### src/rtl/hex_key_entry_pkg.sv
// Shared types and constants for the hex key entry block.
package hex_key_entry_pkg;

  localparam int unsigned DEF_DW = 32;
  localparam int unsigned DEF_AW = 8;
  localparam int unsigned ND     = DEF_DW / 4;
  localparam int unsigned CW     = $clog2(ND) + 1;

  typedef enum logic [2:0] {
    ST_INIT,
    ST_SHOW,
    ST_EDIT,
    ST_WRITE,
    ST_LOAD,
    ST_CAP
  } state_t;

  // Digit counter width for a given data width (counts 0..DW/4 inclusive).
  function automatic int unsigned cnt_width(input int unsigned dw);
    return $clog2(dw / 4) + 1;
  endfunction

endpackage

### src/rtl/hex_key_entry_if.sv
// Key pulse inputs, memory port and display outputs of the hex key entry block.
interface hex_key_entry_if #(
  parameter int unsigned DW = hex_key_entry_pkg::DEF_DW,
  parameter int unsigned AW = hex_key_entry_pkg::DEF_AW,
  parameter int unsigned CW = hex_key_entry_pkg::cnt_width(DW)
);

  logic [15:0]   d_ps;
  logic          bs_ps;
  logic          pre_ps;
  logic          nxt_ps;
  logic          exe_ps;
  logic [DW-1:0] rdata;
  logic [AW-1:0] addr;
  logic [DW-1:0] data;
  logic [CW-1:0] cnt;
  logic          editing;
  logic          busy;
  logic          we;
  logic [DW-1:0] wdata;
  logic          re;

  modport master (
    output d_ps, bs_ps, pre_ps, nxt_ps, exe_ps, rdata,
    input  addr, data, cnt, editing, busy, we, wdata, re
  );

  modport slave (
    input  d_ps, bs_ps, pre_ps, nxt_ps, exe_ps, rdata,
    output addr, data, cnt, editing, busy, we, wdata, re
  );

endinterface

### src/rtl/hex_key_entry_key_enc16.sv
// One-hot to hex digit encoder; valid only when exactly one key bit is set.
module key_enc16 (
  input  logic [15:0] onehot,
  output logic [3:0]  digit,
  output logic        valid
);

  always_comb begin
    digit = '0;
    valid = (onehot != '0) && ((onehot & (onehot - 16'(1))) == '0);
    for (int i = 0; i < 16; i++) begin
      if (onehot[i]) digit = 4'(i);
    end
  end

endmodule

### src/rtl/hex_key_entry.sv
// Digit-by-digit hex entry with address navigation, commit-to-memory and read-back display.
module hex_key_entry
  import hex_key_entry_pkg::*;
#(
  parameter int unsigned DW = DEF_DW,
  parameter int unsigned AW = DEF_AW
) (
  input  logic          clk,
  input  logic          rst,
  hex_key_entry_if.slave bus
);

  localparam int unsigned NDIG = DW / 4;
  localparam int unsigned CNTW = cnt_width(DW);

  state_t          state_q;
  state_t          state_d;
  logic [AW-1:0]   addr_q;
  logic [DW-1:0]   data_q;
  logic [CNTW-1:0] cnt_q;
  logic [DW-1:0]   wdata_q;

  logic [3:0] key_digit;
  logic       key_valid;
  logic       ev_exe;
  logic       ev_bs;
  logic       ev_pre;
  logic       ev_nxt;
  logic       ev_dig;
  logic       nav_ok;
  logic       we;
  logic       re;
  logic       editing;
  logic       busy;

  key_enc16 u_enc (
    .onehot (bus.d_ps),
    .digit  (key_digit),
    .valid  (key_valid)
  );

  // Single winning event per cycle: exe > bs > pre/nxt > digit; pre+nxt cancels all below.
  always_comb begin
    ev_exe = bus.exe_ps;
    ev_bs  = !bus.exe_ps && bus.bs_ps;
    nav_ok = !bus.exe_ps && !bus.bs_ps;
    ev_pre = nav_ok && bus.pre_ps && !bus.nxt_ps;
    ev_nxt = nav_ok && bus.nxt_ps && !bus.pre_ps;
    ev_dig = nav_ok && !bus.pre_ps && !bus.nxt_ps && key_valid;
  end

  always_ff @(posedge clk) begin
    if (rst) state_q <= ST_INIT;
    else     state_q <= state_d;
  end

  always_comb begin
    state_d = state_q;
    case (state_q)
      ST_INIT:  state_d = ST_LOAD;
      ST_LOAD:  state_d = ST_CAP;
      ST_CAP:   state_d = ST_SHOW;
      ST_WRITE: state_d = ST_LOAD;
      ST_SHOW: begin
        if (ev_pre || ev_nxt) state_d = ST_LOAD;
        else if (ev_dig)      state_d = ST_EDIT;
      end
      ST_EDIT: begin
        if (ev_exe)                state_d = ST_WRITE;
        else if (ev_pre || ev_nxt) state_d = ST_LOAD;
      end
      default: state_d = ST_INIT;
    endcase
  end

  always_comb begin
    we      = 1'b0;
    re      = 1'b0;
    editing = 1'b0;
    busy    = 1'b0;
    case (state_q)
      ST_INIT:  busy = 1'b1;
      ST_WRITE: begin we = 1'b1; busy = 1'b1; end
      ST_LOAD:  begin re = 1'b1; busy = 1'b1; end
      ST_CAP:   busy = 1'b1;
      ST_EDIT:  editing = 1'b1;
      default:  ;
    endcase
  end

  // Address pointer, display/edit buffer, digit count and committed write data.
  always_ff @(posedge clk) begin
    if (rst) begin
      addr_q  <= '0;
      data_q  <= '0;
      cnt_q   <= '0;
      wdata_q <= '0;
    end else begin
      case (state_q)
        ST_CAP: begin
          data_q <= bus.rdata;
          cnt_q  <= '0;
        end
        ST_WRITE: addr_q <= addr_q + AW'(1);
        ST_SHOW: begin
          if (ev_pre)      addr_q <= addr_q - AW'(1);
          else if (ev_nxt) addr_q <= addr_q + AW'(1);
          else if (ev_dig) begin
            data_q <= DW'(key_digit);
            cnt_q  <= CNTW'(1);
          end
        end
        ST_EDIT: begin
          if (ev_exe) begin
            wdata_q <= data_q;
          end else if (ev_bs) begin
            if (cnt_q != '0) begin
              data_q <= data_q >> 4;
              cnt_q  <= cnt_q - CNTW'(1);
            end
          end else if (ev_pre) begin
            addr_q <= addr_q - AW'(1);
          end else if (ev_nxt) begin
            addr_q <= addr_q + AW'(1);
          end else if (ev_dig && (cnt_q < CNTW'(NDIG))) begin
            data_q <= {data_q[DW-5:0], key_digit};
            cnt_q  <= cnt_q + CNTW'(1);
          end
        end
        default: ;
      endcase
    end
  end

  assign bus.addr    = addr_q;
  assign bus.data    = data_q;
  assign bus.cnt     = cnt_q;
  assign bus.wdata   = wdata_q;
  assign bus.we      = we;
  assign bus.re      = re;
  assign bus.editing = editing;
  assign bus.busy    = busy;

endmodule

### src/flat_wrapper.sv
// flat-port wrapper written by rule: the top's interface ports become plain ports
module hex_key_entry_flat import hex_key_entry_pkg::*;
#(
  parameter int unsigned DW = DEF_DW,
  parameter int unsigned AW = DEF_AW
)
  (clk, rst, bus_d_ps, bus_bs_ps, bus_pre_ps, bus_nxt_ps, bus_exe_ps, bus_rdata, bus_addr, bus_data, bus_cnt, bus_editing, bus_busy, bus_we, bus_wdata, bus_re);
  hex_key_entry_if #(.DW(DW), .AW(AW), .CW(4)) bus_i ();
  input  logic clk;
  input  logic rst;
  input wire logic [$bits(bus_i.d_ps)-1:0] bus_d_ps;
  input wire logic [$bits(bus_i.bs_ps)-1:0] bus_bs_ps;
  input wire logic [$bits(bus_i.pre_ps)-1:0] bus_pre_ps;
  input wire logic [$bits(bus_i.nxt_ps)-1:0] bus_nxt_ps;
  input wire logic [$bits(bus_i.exe_ps)-1:0] bus_exe_ps;
  input wire logic [$bits(bus_i.rdata)-1:0] bus_rdata;
  output wire logic [$bits(bus_i.addr)-1:0] bus_addr;
  output wire logic [$bits(bus_i.data)-1:0] bus_data;
  output wire logic [$bits(bus_i.cnt)-1:0] bus_cnt;
  output wire logic [$bits(bus_i.editing)-1:0] bus_editing;
  output wire logic [$bits(bus_i.busy)-1:0] bus_busy;
  output wire logic [$bits(bus_i.we)-1:0] bus_we;
  output wire logic [$bits(bus_i.wdata)-1:0] bus_wdata;
  output wire logic [$bits(bus_i.re)-1:0] bus_re;
  assign bus_i.d_ps = bus_d_ps;
  assign bus_i.bs_ps = bus_bs_ps;
  assign bus_i.pre_ps = bus_pre_ps;
  assign bus_i.nxt_ps = bus_nxt_ps;
  assign bus_i.exe_ps = bus_exe_ps;
  assign bus_i.rdata = bus_rdata;
  assign bus_addr = bus_i.addr;
  assign bus_data = bus_i.data;
  assign bus_cnt = bus_i.cnt;
  assign bus_editing = bus_i.editing;
  assign bus_busy = bus_i.busy;
  assign bus_we = bus_i.we;
  assign bus_wdata = bus_i.wdata;
  assign bus_re = bus_i.re;
  hex_key_entry #(.DW(DW), .AW(AW)) u_core (.clk(clk), .rst(rst), .bus(bus_i));
endmodule
### config.mk
export PLATFORM = sky130hd
export DESIGN_NAME = hex_key_entry_flat
export DESIGN_NICKNAME = d
export VERILOG_FILES = /design/src/rtl/hex_key_entry_pkg.sv /design/src/rtl/hex_key_entry_if.sv /design/src/rtl/hex_key_entry_key_enc16.sv /design/src/rtl/hex_key_entry.sv /design/src/flat_wrapper.sv
export SDC_FILE = /design/constraint.sdc
export NUM_CORES = 1
export LEC_CHECK = 0
export ABC_CLOCK_PERIOD_IN_PS = 7100
export CELL_PAD_IN_SITES_DETAIL_PLACEMENT = 0
export CELL_PAD_IN_SITES_GLOBAL_PLACEMENT = 2
export CORE_MARGIN = 2
export CORE_UTILIZATION = 28
export DETAILED_ROUTE_END_ITERATION = 6
export GPL_TIMING_DRIVEN = 1
export PLACE_DENSITY_LB_ADDON = 0.15
export RECOVER_POWER = 100
export SETUP_SLACK_MARGIN = 0.02
export SYNTH_ARGS = -nofsm -noshare
export SYNTH_HDL_FRONTEND = slang
export SYNTH_SLANG_ARGS = --single-unit
### constraint.sdc
create_clock -name clk -period 7.1 [get_ports clk]
set_input_delay 1.065 -clock clk [delete_from_list [all_inputs] [get_ports clk]]
set_output_delay 1.065 -clock clk [all_outputs]
set_load 0.01 [all_outputs]
Word-level counts from Yosys, hierarchy flattened
Index checks and enable logic that the tools add are counted.
{ "classes": {"bitwise_logic": 1, "n_eq_ne": 16, "add_sub_neg": 5, "n_mux": 49, "magnitude_cmp": 1, "shift": 0, "div_mod_pow": 0, "n_reduce_logical": 28, "multipliers": 0} }
{ "op_table": {"columns": ["op", "n"], "rows": [
  ["2-to-1 mux 32 bit", 9],
  ["case mux 32 bit (3 select lines)", 1],
  ["2-to-1 mux 4 bit", 23],
  ["2-to-1 mux 8 bit", 4],
  ["case mux 8 bit (3 select lines)", 1],
  ["AND 16 bit", 1],
  ["logical NOT 16 bit", 1],
  ["nonzero test 16 bit", 1],
  ["subtractor 16 x 1 -> 16 bit (second input constant)", 1],
  ["case mux 3 bit (5 select lines)", 1],
  ["2-to-1 mux 3 bit", 4],
  ["case mux 4 bit (3 select lines)", 1],
  ["logical AND 1 bit", 11],
  ["inequality test 3 x 2 -> 1 bit (second input constant)", 3],
  ["AND reduction 9 bit", 1],
  ["adder 8 x 1 -> 8 bit (second input constant)", 1],
  ["inequality test 2 bit (second input constant)", 4],
  ["subtractor 8 x 1 -> 8 bit (second input constant)", 1],
  ["equality test 3 x 2 -> 1 bit (second input constant)", 2],
  ["equality test 3 bit (second input constant)", 2],
  ["inequality test 3 x 1 -> 1 bit (second input constant)", 2],
  ["nonzero test 3 bit", 2],
  ["2-to-1 mux 1 bit", 5],
  ["adder 4 x 1 -> 4 bit (second input constant)", 1],
  ["13 further kinds", 17]
]} }
{ "word_totals": {"memories": 0, "input_bits": 54, "latchBits": 0, "rom_bits": 0, "mem_bits_rw": 0, "output_inout_bits": 80, "elab_cells": 105, "ff_bits": 79} }

Longest topological paths before layout
{ "logic_depth": {"word_depth": 21, "depth_mapped": 11, "mapped_depth_nobuf": 9} }

Modules after synthesis
A second synthesis with hierarchy kept.
{ "unflattened": {"hier_cells": 545, "hier_area_um2": 4090.2} }
{ "modules_own_cells": {"columns": ["module", "seq_area_each_um2", "cells_each", "instances", "area_each_um2"], "rows": [
  ["hex_key_entry", 1581.5, 498, 1, 3777.4],
  ["key_enc16", 0.0, 47, 1, 312.8]
]} }

Worst setup path after synthesis
No wires, ideal clock.
{ "synth_timing": {"path_type": "input to register", "startpoint": "in bus_d_ps[7]", "endpoint": "reg u_core.cnt_q[1], in the netlist u_core.bus.cnt[1]", "setup_slack_ns": 3.921, "cell_stages": 8, "arrival_time_ns": 3.092, "n_path_buf": 1, "cell_sequence": "nor4_2 nand4_1 a2111oi_2 nand3_1 a311o_1 buf_6 a2111o_1 o31ai_1"} }
{ "synth_between": {"elab_chain_cells": 8} }
{ "synth_lines": {"columns": ["element", "line", "source"], "rows": [
  ["start, declared", "flat_wrapper.sv:11", "input wire logic [$bits(bus_i.d_ps)-1:0] bus_d_ps;"],
  ["subtractor 16 x 1 -> 16 bit", "hex_key_entry_key_enc16.sv:10", "valid = (onehot != '0) && ((onehot & (onehot - 16'(1))) == '0);"],
  ["AND 16 bit", "hex_key_entry_key_enc16.sv:10", null],
  ["logical NOT 16 bit", "hex_key_entry_key_enc16.sv:10", null],
  ["logical AND 1 bit *", "hex_key_entry_key_enc16.sv:10", null],
  ["logical AND 1 bit *", "hex_key_entry.sv:49", "ev_dig = nav_ok && !bus.pre_ps && !bus.nxt_ps && key_valid;"],
  ["logical AND 1 bit", "hex_key_entry.sv:125", "end else if (ev_dig && (cnt_q < CNTW'(NDIG))) begin"],
  ["inequality test 3 x 1 -> 1 bit (no source line)", null, null],
  ["AND reduction 9 bit (no source line) *", null, null],
  ["end signal, assigned", "hex_key_entry.sv:119", "cnt_q <= cnt_q - CNTW'(1);"],
  ["end signal, assigned", "hex_key_entry.sv:127", "cnt_q <= cnt_q + CNTW'(1);"],
  ["end, declared", "hex_key_entry.sv:20", "logic [CNTW-1:0] cnt_q;"]
]} }
Every way passes the cells marked *; elsewhere a longest branch is shown, timed or not.
A chain may end at the register's enable or synchronous reset.

Worst setup path in the final report
{ "layout_timing": {"startpoint": "reg u_core.state_q[0]", "endpoint": "reg u_core.data_q[10], in the netlist u_core.bus.data[10]"} }
{ "layout_between": {"elab_chain_cells": 3} }
{ "layout_lines": {"columns": ["element", "line", "source"], "rows": [
  ["start, declared", "hex_key_entry.sv:16", "state_t state_q;"],
  ["start signal, assigned", "hex_key_entry.sv:54", "else state_q <= state_d;"],
  ["equality test 3 x 2 -> 1 bit (tied with other cells)", "hex_key_entry.sv:99", "case (state_q)"],
  ["inequality test 3 x 2 -> 1 bit (no source line) (tied with other cells)", null, null],
  ["AND reduction 9 bit (no source line)", null, null],
  ["end signal, assigned", "hex_key_entry.sv:101", "data_q <= bus.rdata;"],
  ["end signal, assigned", "hex_key_entry.sv:109", "data_q <= DW'(key_digit);"],
  ["end signal, assigned", "hex_key_entry.sv:118", "data_q <= data_q >> 4;"],
  ["end, declared", "hex_key_entry.sv:19", "logic [DW-1:0] data_q;"]
]} }
Several ways; a longest one is shown, not always the timed one.

==> flow_metrics.tcl <==
set metrics [dict create \
    status "finished, violations left" \
    violations "capacitance limit, slew limit" \
    via_per_inst 5.15 \
    synth.ff_latch_count 79 \
    synth_warnings 0 \
    nNetsFinal 727 \
    finalSetupViolCount 0 \
    fmax_ghz 0.190 \
    critical_path_class "register to register" \
    clk_path_buf_depth 2 \
    clockRootBuffer "clkbuf_16" \
    fin_skew_ns 0.00593 \
    rsz0062_at_grt "no" \
    fp.dieH_um 127 \
    synth_edf_count 0 \
    hold_violations 0 \
    hp-class "register to register" \
    report.final.slew_viol_count 33 \
    timing.hold.ws_ns 0.450 \
    routed_wl_um 15100 \
    initial_core_util 0.284 \
    wl_per_cell_um 17.5 \
    ir_worst_vdd_mv 0.119 \
    maxSlewHeadroom -0.117 \
    syn_nets 620 \
    grt_usage 0.188 \
    fp.coreArea_um2 15000 \
    antenna_found_initial 0 \
    grt_pass1_wl_um 23800 \
    fp-row-count 45 \
    tightest_slew_ns 1.67 \
    worstPathRequired_ns 7.28 \
    grt_pass1_vias 4318 \
    clk_pin_slew_ns 0.06 \
    final_common_cell "nand2_1" \
    whs_path_depth 2 \
    powerDensity_nw_per_um2 200 \
    post_cts_buffers 0 \
    numCtsBuffers 9 \
    hold_buffers 0 \
    setup_tns_ns 0 \
    netlist_instances 561 \
    path_cells "or3b_1, clkbuf_1, o21ai_0, a22oi_1, nand2b_1, nand2_1, clkbuf_1, a211oi_1" \
    via_count 4432 \
    synth.distinct_cells 56 \
    htree_levels 3 \
    synth_area_um2 4270 \
    critPathCaptureType "register" \
    path_common_cell "clkbuf_1" \
    critPathSlowestCell "clkbuf_1" \
    ant_nets 0 \
    period_share 0.743 \
    first_iter_violations 286 \
    drcViolationCount 0 \
    drt_first_pass_iters 4 \
    fin_crit_ns 5.28 \
    cpPeakStageDelay_ns 1.20 \
    diodes 0 \
    yosys_most_used_dff "dfxtp_1" \
    placed_area_um2 5710 \
    cp_max_fo 34 \
    syn2layout_area_growth_pct 40.8 \
    arrival_ns 5.45 \
    clock_latency_ns 0.35 \
    hpwl_um 10200 \
    die_width_um 127 \
    p_leak_nw 2.25 \
    cts_tree "done" \
    grt_max_degree 80 \
    clock-sinks 79 \
    avgSynthCellArea_um2 7.61 \
    portBuffers 133 \
    reg2regPathDepth 8 \
    gp_congestion 0.780 \
    async_flop_share 0 \
    io_pins 134 \
    layout-drive-gt1-share 0.0401 \
    postCtsResizedCells 0 \
    final_cells 861 \
    synth_seq_area_share 0.370 \
    layout_common_cells "nand2_1 (127), a21oi_1 (91), dlygate4sd3_1 (82)" \
    start_kind "register" \
    overflow 0 \
    dp.cells 845 \
    drv_cap 1 \
    die_area_um2 16200 \
    finish.instance_area_um2 6010 \
]
[cell families (layout without fill, tap and decap cells)]
kind of cell / Yosys count / in the layout / synth area share
simple gates: 232 / 232 / 0.276
compound gates: 173 / 173 / 0.252
flops: 79 / 79 / 0.370
buf+inv: 58 / 170 / 0.0557
xor+xnor: 12 / 12 / 0.0246
fa+ha+maj: 5 / 5 / 0.0164
mux: 2 / 2 / 0.00469
[final timing paths]
| path | start | to | slack [ns] |
|---|---|---|---|
| setup reg to reg | u_core.state_q[0] | u_core.bus.data[10] | 1.82 |
| setup / recovery | u_core.state_q[0] | u_core.bus.data[10] | 1.82 |
| hold reg to reg | u_core.bus.wdata[15] | u_core.bus.wdata[15] | 0.45 |
| hold / removal | u_core.bus.wdata[15] | u_core.bus.wdata[15] | 0.45 |
[area by class of cell]
class / instances / area [um2]
fill: 1540 / 9020
sequential: 79 / 1580
clock inverter: 5 / 81.3
timing repair buffer: 142 / 1380
clock buffer: 11 / 243
inverter: 12 / 45.0
multi-input combinational: 424 / 2440
tap: 188 / 235
[cell usage after synthesis (5+ instances only)]
cell type / count / area [um2]
nand2_1: 127 / 477
a21oi_1: 91 / 455
dfxtp_1: 79 / 1580
clkbuf_1: 39 / 146
a211oi_1: 33 / 248
and3b_1: 32 / 280
nor2_1: 22 / 82.6
o21ai_0: 14 / 70.1
inv_1: 12 / 45.0
nor3_1: 10 / 50.1
nand3_1: 7 / 35.0
xor2_1: 7 / 61.3
nand2b_1: 6 / 37.5
nor4_1: 5 / 31.3
o211ai_1: 5 / 37.5
o31ai_1: 5 / 37.5
xnor2_1: 5 / 43.8
[flip-flops by register name (all words and copies together), names as in the netlist]
signal            cells
u_core.state_q        3
u_core.bus.addr       8
u_core.bus.wdata     32
u_core.bus.data      32
u_core.bus.cnt        4
[power breakdown]
group | switching (W) | leakage, nW | internal, W | total [W]
Clock | 0.000192 | 0.156 | 0.000318 | 0.000510
Combinational | 0.0000954 | 1.45 | 0.0000979 | 0.000193
Sequential | 0.0000348 | 0.643 | 0.000464 | 0.000499
[per-stage QoR]
step                      setup slack, ns  power [W]  utilization
after CTS                            2.37    0.00122        0.401
after global routing                 1.27    0.00126        0.400
after floorplan                      3.92   0.000598            -
after detailed placement             2.02   0.000711        0.380
after global placement               2.12   0.000710        0.380
final                                1.82    0.00120        0.400
[per-layer routing]
layer	vias up	share of wire	GRT usage
met5	-	0	0
met4	0	0.012	0.0491
met3	13	0.064	0.0549
met2	143	0.44	0.281
met1	2070	0.49	0.264
li1	2206	-	-
[critical path, delay by kind of cell (launching register included)]
family,cells,cell delay (ns)
AO/OA/AOI/OAI,3,0.94
flip-flops,1,0.49
AND/OR/NAND/NOR,3,1.69
buffers and inverters,2,1.97
Note: power is estimated with default switching activity, not from simulation.
